==> src/rtl/pipe_stall_ctrl_if.sv <==
`timescale 1ns/1ps
// ---------------------------------------------------------------------------
// pipe_stall_ctrl_if
// Bundles the hazard inputs and pipeline-control outputs of pipe_stall_ctrl.
//   Hazards (datapath -> controller): dmem_stall, ld_use_stall, br_taken_X,
//                                     imem_stall, halt_D
//   Controls (controller -> datapath): pc_en, en_FD/DX/XM/MW, nop_FD/DX/XM,
//                                      halted, stall_cycles, flush_cycles
// Modports:
//   master - datapath side: drives hazards, consumes controls
//   slave  - controller side: consumes hazards, drives controls
// ---------------------------------------------------------------------------
interface pipe_stall_ctrl_if #(
  parameter int CNT_W = 16
);
  logic             dmem_stall;
  logic             ld_use_stall;
  logic             br_taken_X;
  logic             imem_stall;
  logic             halt_D;

  logic             pc_en;
  logic             en_FD;
  logic             en_DX;
  logic             en_XM;
  logic             en_MW;
  logic             nop_FD;
  logic             nop_DX;
  logic             nop_XM;
  logic             halted;
  logic [CNT_W-1:0] stall_cycles;
  logic [CNT_W-1:0] flush_cycles;

  modport master (
    output dmem_stall, ld_use_stall, br_taken_X, imem_stall, halt_D,
    input  pc_en, en_FD, en_DX, en_XM, en_MW, nop_FD, nop_DX, nop_XM,
    input  halted, stall_cycles, flush_cycles
  );

  modport slave (
    input  dmem_stall, ld_use_stall, br_taken_X, imem_stall, halt_D,
    output pc_en, en_FD, en_DX, en_XM, en_MW, nop_FD, nop_DX, nop_XM,
    output halted, stall_cycles, flush_cycles
  );
endinterface

==> src/rtl/pipe_stall_ctrl.sv <==
`timescale 1ns/1ps
// ---------------------------------------------------------------------------
// pipe_stall_ctrl
// Stall / flush / halt controller for a 5-stage in-order pipeline.
// Ports:
//   clk  - single clock, rising edge
//   rst  - asynchronous, active-high reset
//   bus  - pipe_stall_ctrl_if.slave: hazard inputs in; PC/pipeline-register
//          enables, bubble (nop_*) selects, sticky halted flag and saturating
//          stall/flush performance counters out.
// Enables and nop selects are combinational from state and inputs; halted and
// the counters are registered. HALT drains the three older instructions
// (drain_cnt 2..0) before entering HALTED, which is left only through rst.
// ---------------------------------------------------------------------------
module pipe_stall_ctrl #(
  parameter int CNT_W = 16
) (
  input  logic             clk,
  input  logic             rst,
  pipe_stall_ctrl_if.slave bus
);

  localparam logic [1:0] RUN        = 2'd0;
  localparam logic [1:0] HALT_DRAIN = 2'd1;
  localparam logic [1:0] HALTED     = 2'd2;

  logic [1:0]       state_q, state_d;
  logic [1:0]       drain_cnt_q, drain_cnt_d;
  logic             halted_q, halted_d;
  logic [CNT_W-1:0] stall_cycles_q, stall_cycles_d;
  logic [CNT_W-1:0] flush_cycles_q, flush_cycles_d;

  logic pc_en_c, en_fd_c, en_dx_c, en_xm_c, en_mw_c;
  logic nop_fd_c, nop_dx_c, nop_xm_c;
  logic stall_inc, flush_inc;

  always_comb begin
    // NOTE: every signal assigned here gets a default first, so no path can
    // leave one unassigned and infer a latch.
    state_d     = state_q;
    drain_cnt_d = drain_cnt_q;
    pc_en_c     = 1'b0;
    en_fd_c     = 1'b0;
    en_dx_c     = 1'b0;
    en_xm_c     = 1'b0;
    en_mw_c     = 1'b0;
    nop_fd_c    = 1'b0;
    nop_dx_c    = 1'b0;
    nop_xm_c    = 1'b0;
    stall_inc   = 1'b0;
    flush_inc   = 1'b0;

    case (state_q)
      RUN: begin
        if (bus.dmem_stall) begin
          // Whole pipeline frozen until the M-stage access completes.
          stall_inc = 1'b1;
        end else if (bus.ld_use_stall) begin
          // Hold F/D/X, let M/W advance and push a bubble into M.
          en_xm_c   = 1'b1;
          en_mw_c   = 1'b1;
          nop_xm_c  = 1'b1;
          stall_inc = 1'b1;
        end else if (bus.br_taken_X) begin
          // Redirect PC and squash the two younger instructions in F and D.
          {pc_en_c, en_fd_c, en_dx_c, en_xm_c, en_mw_c} = 5'b11111;
          nop_fd_c  = 1'b1;
          nop_dx_c  = 1'b1;
          flush_inc = 1'b1;
        end else if (bus.imem_stall) begin
          // Older instructions keep flowing; a bubble enters D.
          {en_fd_c, en_dx_c, en_xm_c, en_mw_c} = 4'b1111;
          nop_fd_c  = 1'b1;
          stall_inc = 1'b1;
        end else if (bus.halt_D) begin
          // Stop fetching; HALT moves on and three more edges drain X/M/W.
          {en_fd_c, en_dx_c, en_xm_c, en_mw_c} = 4'b1111;
          nop_fd_c    = 1'b1;
          drain_cnt_d = 2'd2;
          state_d     = HALT_DRAIN;
        end else begin
          {pc_en_c, en_fd_c, en_dx_c, en_xm_c, en_mw_c} = 5'b11111;
        end
      end

      HALT_DRAIN: begin
        if (bus.dmem_stall) begin
          stall_inc = 1'b1;
        end else begin
          {en_fd_c, en_dx_c, en_xm_c, en_mw_c} = 4'b1111;
          nop_fd_c = 1'b1;
          if (drain_cnt_q == 2'd0) begin
            state_d = HALTED;
          end else begin
            drain_cnt_d = drain_cnt_q - 2'd1;
          end
        end
      end

      HALTED: begin
        // Everything frozen; counters hold.
      end

      default: begin
        state_d = RUN;
      end
    endcase

    halted_d       = halted_q | (state_d == HALTED);
    stall_cycles_d = stall_cycles_q;
    flush_cycles_d = flush_cycles_q;
    if (stall_inc && (stall_cycles_q != {CNT_W{1'b1}})) begin
      stall_cycles_d = stall_cycles_q + {{(CNT_W-1){1'b0}}, 1'b1};
    end
    if (flush_inc && (flush_cycles_q != {CNT_W{1'b1}})) begin
      flush_cycles_d = flush_cycles_q + {{(CNT_W-1){1'b0}}, 1'b1};
    end
  end

  // NOTE: state flops use non-blocking assignments so every flop samples the
  // pre-edge value of the others, regardless of evaluation order.
  always_ff @(posedge clk or posedge rst) begin
    if (rst) begin
      state_q        <= RUN;
      drain_cnt_q    <= 2'd0;
      halted_q       <= 1'b0;
      stall_cycles_q <= '0;
      flush_cycles_q <= '0;
    end else begin
      state_q        <= state_d;
      drain_cnt_q    <= drain_cnt_d;
      halted_q       <= halted_d;
      stall_cycles_q <= stall_cycles_d;
      flush_cycles_q <= flush_cycles_d;
    end
  end

  // Controls are forced low for the whole time rst is high, not just at the
  // edge, so the datapath never loads while the controller is being reset.
  assign bus.pc_en        = pc_en_c  & ~rst;
  assign bus.en_FD        = en_fd_c  & ~rst;
  assign bus.en_DX        = en_dx_c  & ~rst;
  assign bus.en_XM        = en_xm_c  & ~rst;
  assign bus.en_MW        = en_mw_c  & ~rst;
  assign bus.nop_FD       = nop_fd_c & ~rst;
  assign bus.nop_DX       = nop_dx_c & ~rst;
  assign bus.nop_XM       = nop_xm_c & ~rst;
  assign bus.halted       = halted_q;
  assign bus.stall_cycles = stall_cycles_q;
  assign bus.flush_cycles = flush_cycles_q;

endmodule

==> src/flat_wrapper.sv <==
// flat-port wrapper written by rule: the top's interface ports become plain ports
module pipe_stall_ctrl_flat 
#(
  parameter int CNT_W = 16
)
  (clk, rst, bus_dmem_stall, bus_ld_use_stall, bus_br_taken_X, bus_imem_stall, bus_halt_D, bus_pc_en, bus_en_FD, bus_en_DX, bus_en_XM, bus_en_MW, bus_nop_FD, bus_nop_DX, bus_nop_XM, bus_halted, bus_stall_cycles, bus_flush_cycles);
  pipe_stall_ctrl_if #(.CNT_W(CNT_W)) bus_i ();
  input  logic clk;
  input  logic rst;
  input wire logic [$bits(bus_i.dmem_stall)-1:0] bus_dmem_stall;
  input wire logic [$bits(bus_i.ld_use_stall)-1:0] bus_ld_use_stall;
  input wire logic [$bits(bus_i.br_taken_X)-1:0] bus_br_taken_X;
  input wire logic [$bits(bus_i.imem_stall)-1:0] bus_imem_stall;
  input wire logic [$bits(bus_i.halt_D)-1:0] bus_halt_D;
  output wire logic [$bits(bus_i.pc_en)-1:0] bus_pc_en;
  output wire logic [$bits(bus_i.en_FD)-1:0] bus_en_FD;
  output wire logic [$bits(bus_i.en_DX)-1:0] bus_en_DX;
  output wire logic [$bits(bus_i.en_XM)-1:0] bus_en_XM;
  output wire logic [$bits(bus_i.en_MW)-1:0] bus_en_MW;
  output wire logic [$bits(bus_i.nop_FD)-1:0] bus_nop_FD;
  output wire logic [$bits(bus_i.nop_DX)-1:0] bus_nop_DX;
  output wire logic [$bits(bus_i.nop_XM)-1:0] bus_nop_XM;
  output wire logic [$bits(bus_i.halted)-1:0] bus_halted;
  output wire logic [$bits(bus_i.stall_cycles)-1:0] bus_stall_cycles;
  output wire logic [$bits(bus_i.flush_cycles)-1:0] bus_flush_cycles;
  assign bus_i.dmem_stall = bus_dmem_stall;
  assign bus_i.ld_use_stall = bus_ld_use_stall;
  assign bus_i.br_taken_X = bus_br_taken_X;
  assign bus_i.imem_stall = bus_imem_stall;
  assign bus_i.halt_D = bus_halt_D;
  assign bus_pc_en = bus_i.pc_en;
  assign bus_en_FD = bus_i.en_FD;
  assign bus_en_DX = bus_i.en_DX;
  assign bus_en_XM = bus_i.en_XM;
  assign bus_en_MW = bus_i.en_MW;
  assign bus_nop_FD = bus_i.nop_FD;
  assign bus_nop_DX = bus_i.nop_DX;
  assign bus_nop_XM = bus_i.nop_XM;
  assign bus_halted = bus_i.halted;
  assign bus_stall_cycles = bus_i.stall_cycles;
  assign bus_flush_cycles = bus_i.flush_cycles;
  pipe_stall_ctrl #(.CNT_W(CNT_W)) u_core (.clk(clk), .rst(rst), .bus(bus_i));
endmodule
==> config.mk <==
export PLATFORM = sky130hd
export DESIGN_NAME = pipe_stall_ctrl_flat
export DESIGN_NICKNAME = d
export VERILOG_FILES = /design/src/rtl/pipe_stall_ctrl_if.sv /design/src/rtl/pipe_stall_ctrl.sv /design/src/flat_wrapper.sv
export SDC_FILE = /design/constraint.sdc
export NUM_CORES = 1
export LEC_CHECK = 0
export CAP_MARGIN = 5
export CORE_MARGIN = 2
export CORE_UTILIZATION = 52
export CTS_BUF_LIST = sky130_fd_sc_hd__clkbuf_4 sky130_fd_sc_hd__clkbuf_8
export DETAILED_ROUTE_END_ITERATION = 7
export PLACE_DENSITY = 0.82
export SLEW_MARGIN = 10
export SYNTH_ARGS = -nofsm -noshare
export SYNTH_HDL_FRONTEND = slang
export SYNTH_SLANG_ARGS = --single-unit
==> constraint.sdc <==
create_clock -name clk -period 2.5 [get_ports clk]
set_clock_uncertainty 0.1 [all_clocks]
set_input_delay 0.5 -clock clk [delete_from_list [all_inputs] [get_ports clk]]
set_output_delay 0.5 -clock clk [all_outputs]
set_load 0.005 [all_outputs]
==> results.sh <==
export IMPL_initial_core_util_pct=55.6
export IMPL_postSynth_asyncResetShare_pct=100
export IMPL_yosysSeqAreaShare_pct=44.5
export IMPL_min_path_type="reg -> reg"
export IMPL_portBuffers=47
export IMPL_max_cap_violations=0
export IMPL_nNetsFinal=277
export IMPL_mostFrequentLayoutCell="clkdlybuf4s50_1"
export IMPL_ioPinCount=48
export IMPL_worstSkewPairLatency_ps=290
export IMPL_grt_pass1_vias=1720
export IMPL_pre_cts_ws_ps=-137
export IMPL_cts_sinks=37
export IMPL_dr_pass1_iters=4
export IMPL_syn_area_um2=2080
export IMPL_worst_slack_ps=63.7
export IMPL_dp_hpwl_um=3520
export IMPL_grt_max_degree=38
export IMPL_ys_flop_type="dfrtp_1"
export IMPL_syn_num_nets=218
export IMPL_ys_seq_elements=37
export IMPL_relSlewSlack_pct=69.0
export IMPL_status="finished, final reports clean"
export IMPL_syn_inst=208
export IMPL_track_usage_pct=24.8
export IMPL_arrival_ps=1840
export IMPL_fin_total_pwr_mw=1.41
export IMPL_post_route_min_period_ps=2440
export IMPL_synth_edf_count=0
export IMPL_area_delta_synth_final_pct=34.6
export IMPL_stdcell_count=316
export IMPL_path_clk_slew_ps=70
export IMPL_fp_dieArea_um2=4530
export IMPL_dp_cells=308
export IMPL_drive_gt1_share_pct=17.2
export IMPL_path_max_fanout=4
export IMPL_num_rows=22
export IMPL_cts_buffers=5
export IMPL_fin_crit_sh_pct=97.5
export IMPL_end_kind="output pin"
export IMPL_viasPerCell=5.74
export IMPL_cts_max_level=2
export IMPL_required_ps=1900
export IMPL_antennaDiodeCount=0
export IMPL_placed_cell_area_um2=2670
export IMPL_totalNegativeSetupSlack_ps=0
export IMPL_finalHoldViolCount=0
export IMPL_cp_start_kind="primary input"
export IMPL_grt_ovfl_total=0
export IMPL_path_class="in -> out"
export IMPL_syn_avg_cell_area_um2=10.0
export IMPL_power_density_nw_per_um2=503
export IMPL_hold_slack_ps=390
export IMPL_drt_initial_drc_count=142
export IMPL_routed_wl_um=4930
export IMPL_drc_errors=0
export IMPL_root_buffer="clkbuf_8"
export IMPL_wl_per_cell_um=15.6
export IMPL_fmax_mhz=410
export IMPL_leakage_nw=1.19
export IMPL_tritoncts="built"
export IMPL_grt_pass1_wl_um=8320
export IMPL_gp_congestion=0.863
export IMPL_finalMaxSlewViolations=0
export IMPL_final_cell_mix="42 x clkdlybuf4s50_1, 36 x dfrtp_1"
export IMPL_post_cts_buffers=0
export IMPL_fin_area_um2=2800
export IMPL_ir_drop_v=0.000632
export IMPL_worst_pin_slew_ps=460
export IMPL_grt_setup_unrepaired="false"
export IMPL_yosysUniqueCellTypes=50
export IMPL_ys_warn_count=0
export IMPL_finalSetupViolations=0
export IMPL_drtAntennaViolNets=0
export IMPL_clock_path_buffers=2
export IMPL_core_um2=3740
export IMPL_fin_util_pct=74.9
export IMPL_vias=1813
export IMPL_die_h_um=67.3
export IMPL_die_w_um=67.3
export IMPL_antenna_found_initial=0
-- cell usage after synthesis, types with 2 or more instances --
cell type | count | area (um2)
a21o_1 | 2 | 15.0
a21oi_1 | 3 | 15.0
a31oi_1 | 3 | 18.8
and2_1 | 2 | 12.5
and3_1 | 6 | 37.5
and4_1 | 4 | 35.0
buf_4 | 2 | 15.0
clkbuf_1 | 4 | 15.0
dfrtp_1 | 37 | 926
ha_1 | 3 | 37.5
inv_1 | 10 | 37.5
mux2_2 | 10 | 113
nand2_1 | 14 | 52.6
nand2b_1 | 3 | 18.8
nand3_1 | 7 | 35.0
nand4_1 | 10 | 62.6
nor2_1 | 14 | 52.6
nor3_1 | 7 | 35.0
nor4_1 | 8 | 50.1
nor4b_1 | 2 | 17.5
o2111ai_1 | 2 | 17.5
o211ai_1 | 6 | 45.0
o21ai_0 | 5 | 25.0
xnor2_1 | 13 | 114
xor2_1 | 6 | 52.6
-- cell families (layout without fill, tap and decap cells) --
family                     Yosys count  in the layout  share of synthesized area (%)
adders and majority gates            3              3                           1.80
DFF                                 37             37                           44.5
AOI/OAI and AO/OA                   31             31                           11.0
and+or+nand+nor                     88             88                           24.6
muxes                               11             11                           5.89
xor gates and xnor gates            19             19                           7.99
buffers and inverters               19             79                           4.27
-- per-layer routing --
metal | part of all wire, % | vias to the layer above | GRT usage, % | wire length [um]
li1 | - | 877 | - | -
met1 | 46 | 880 | 34.7 | 2280
met2 | 48 | 50 | 38.5 | 2360
met3 | 4.8 | 6 | 4.83 | 238
met4 | 1.1 | 0 | 8.93 | 53
met5 | 0 | - | 0 | 0
-- worst paths after layout --
path	from	to	slack, ps	depth (start not counted)
max in group asynchronous	rst	u_core.state_q[0]	1350	3
min	u_core.bus.halted	u_core.bus.halted	390	1
min in group asynchronous	rst	u_core.bus.flush_cycles[1]	600	3
max	bus_imem_stall	bus_nop_FD	60	3
max reg2reg	u_core.bus.flush_cycles[0]	u_core.bus.flush_cycles[1]	190	5
min reg2reg	u_core.bus.halted	u_core.bus.halted	390	1
-- worst max-delay path: stages --
cell	delay, ps
clkdlybuf4s50_1	470
o41a_1	430
clkdlybuf4s50_1	440
-- state kept, by name, indices dropped and copies added (netlist names) --
signal and flops:
u_core.bus.flush_cycles 16, u_core.bus.halted 1, u_core.bus.stall_cycles 16, u_core.drain_cnt_q 2, u_core.state_q 2
-- power breakdown --
| group | switching (mW) | total, mW | internal [mW] | leakage (nW) |
|---|---|---|---|---|
| Combinational | 0.0746 | 0.184 | 0.110 | 0.634 |
| Sequential | 0.0451 | 0.674 | 0.629 | 0.490 |
| Clock | 0.214 | 0.550 | 0.336 | 0.0619 |
| Total | 0.334 | 1.41 | 1.07 | 1.19 |
-- area by class of cell --
cell class | count | area, um2
sequential | 37 | 927
fill | 284 | 941
inverter | 10 | 37.5
timing repair buffer | 61 | 577
clock inverter | 1 | 30.0
tap | 48 | 60.1
clock buffer | 7 | 90.1
multi-input combinational | 152 | 1080
-- timing repair --
item	4_1_cts	5_1_grt
endpoints found under the setup margin	6	6
hold buffers	0	0
resized for setup	8	4
No activity file was read; power rests on OpenSTA's default activity.
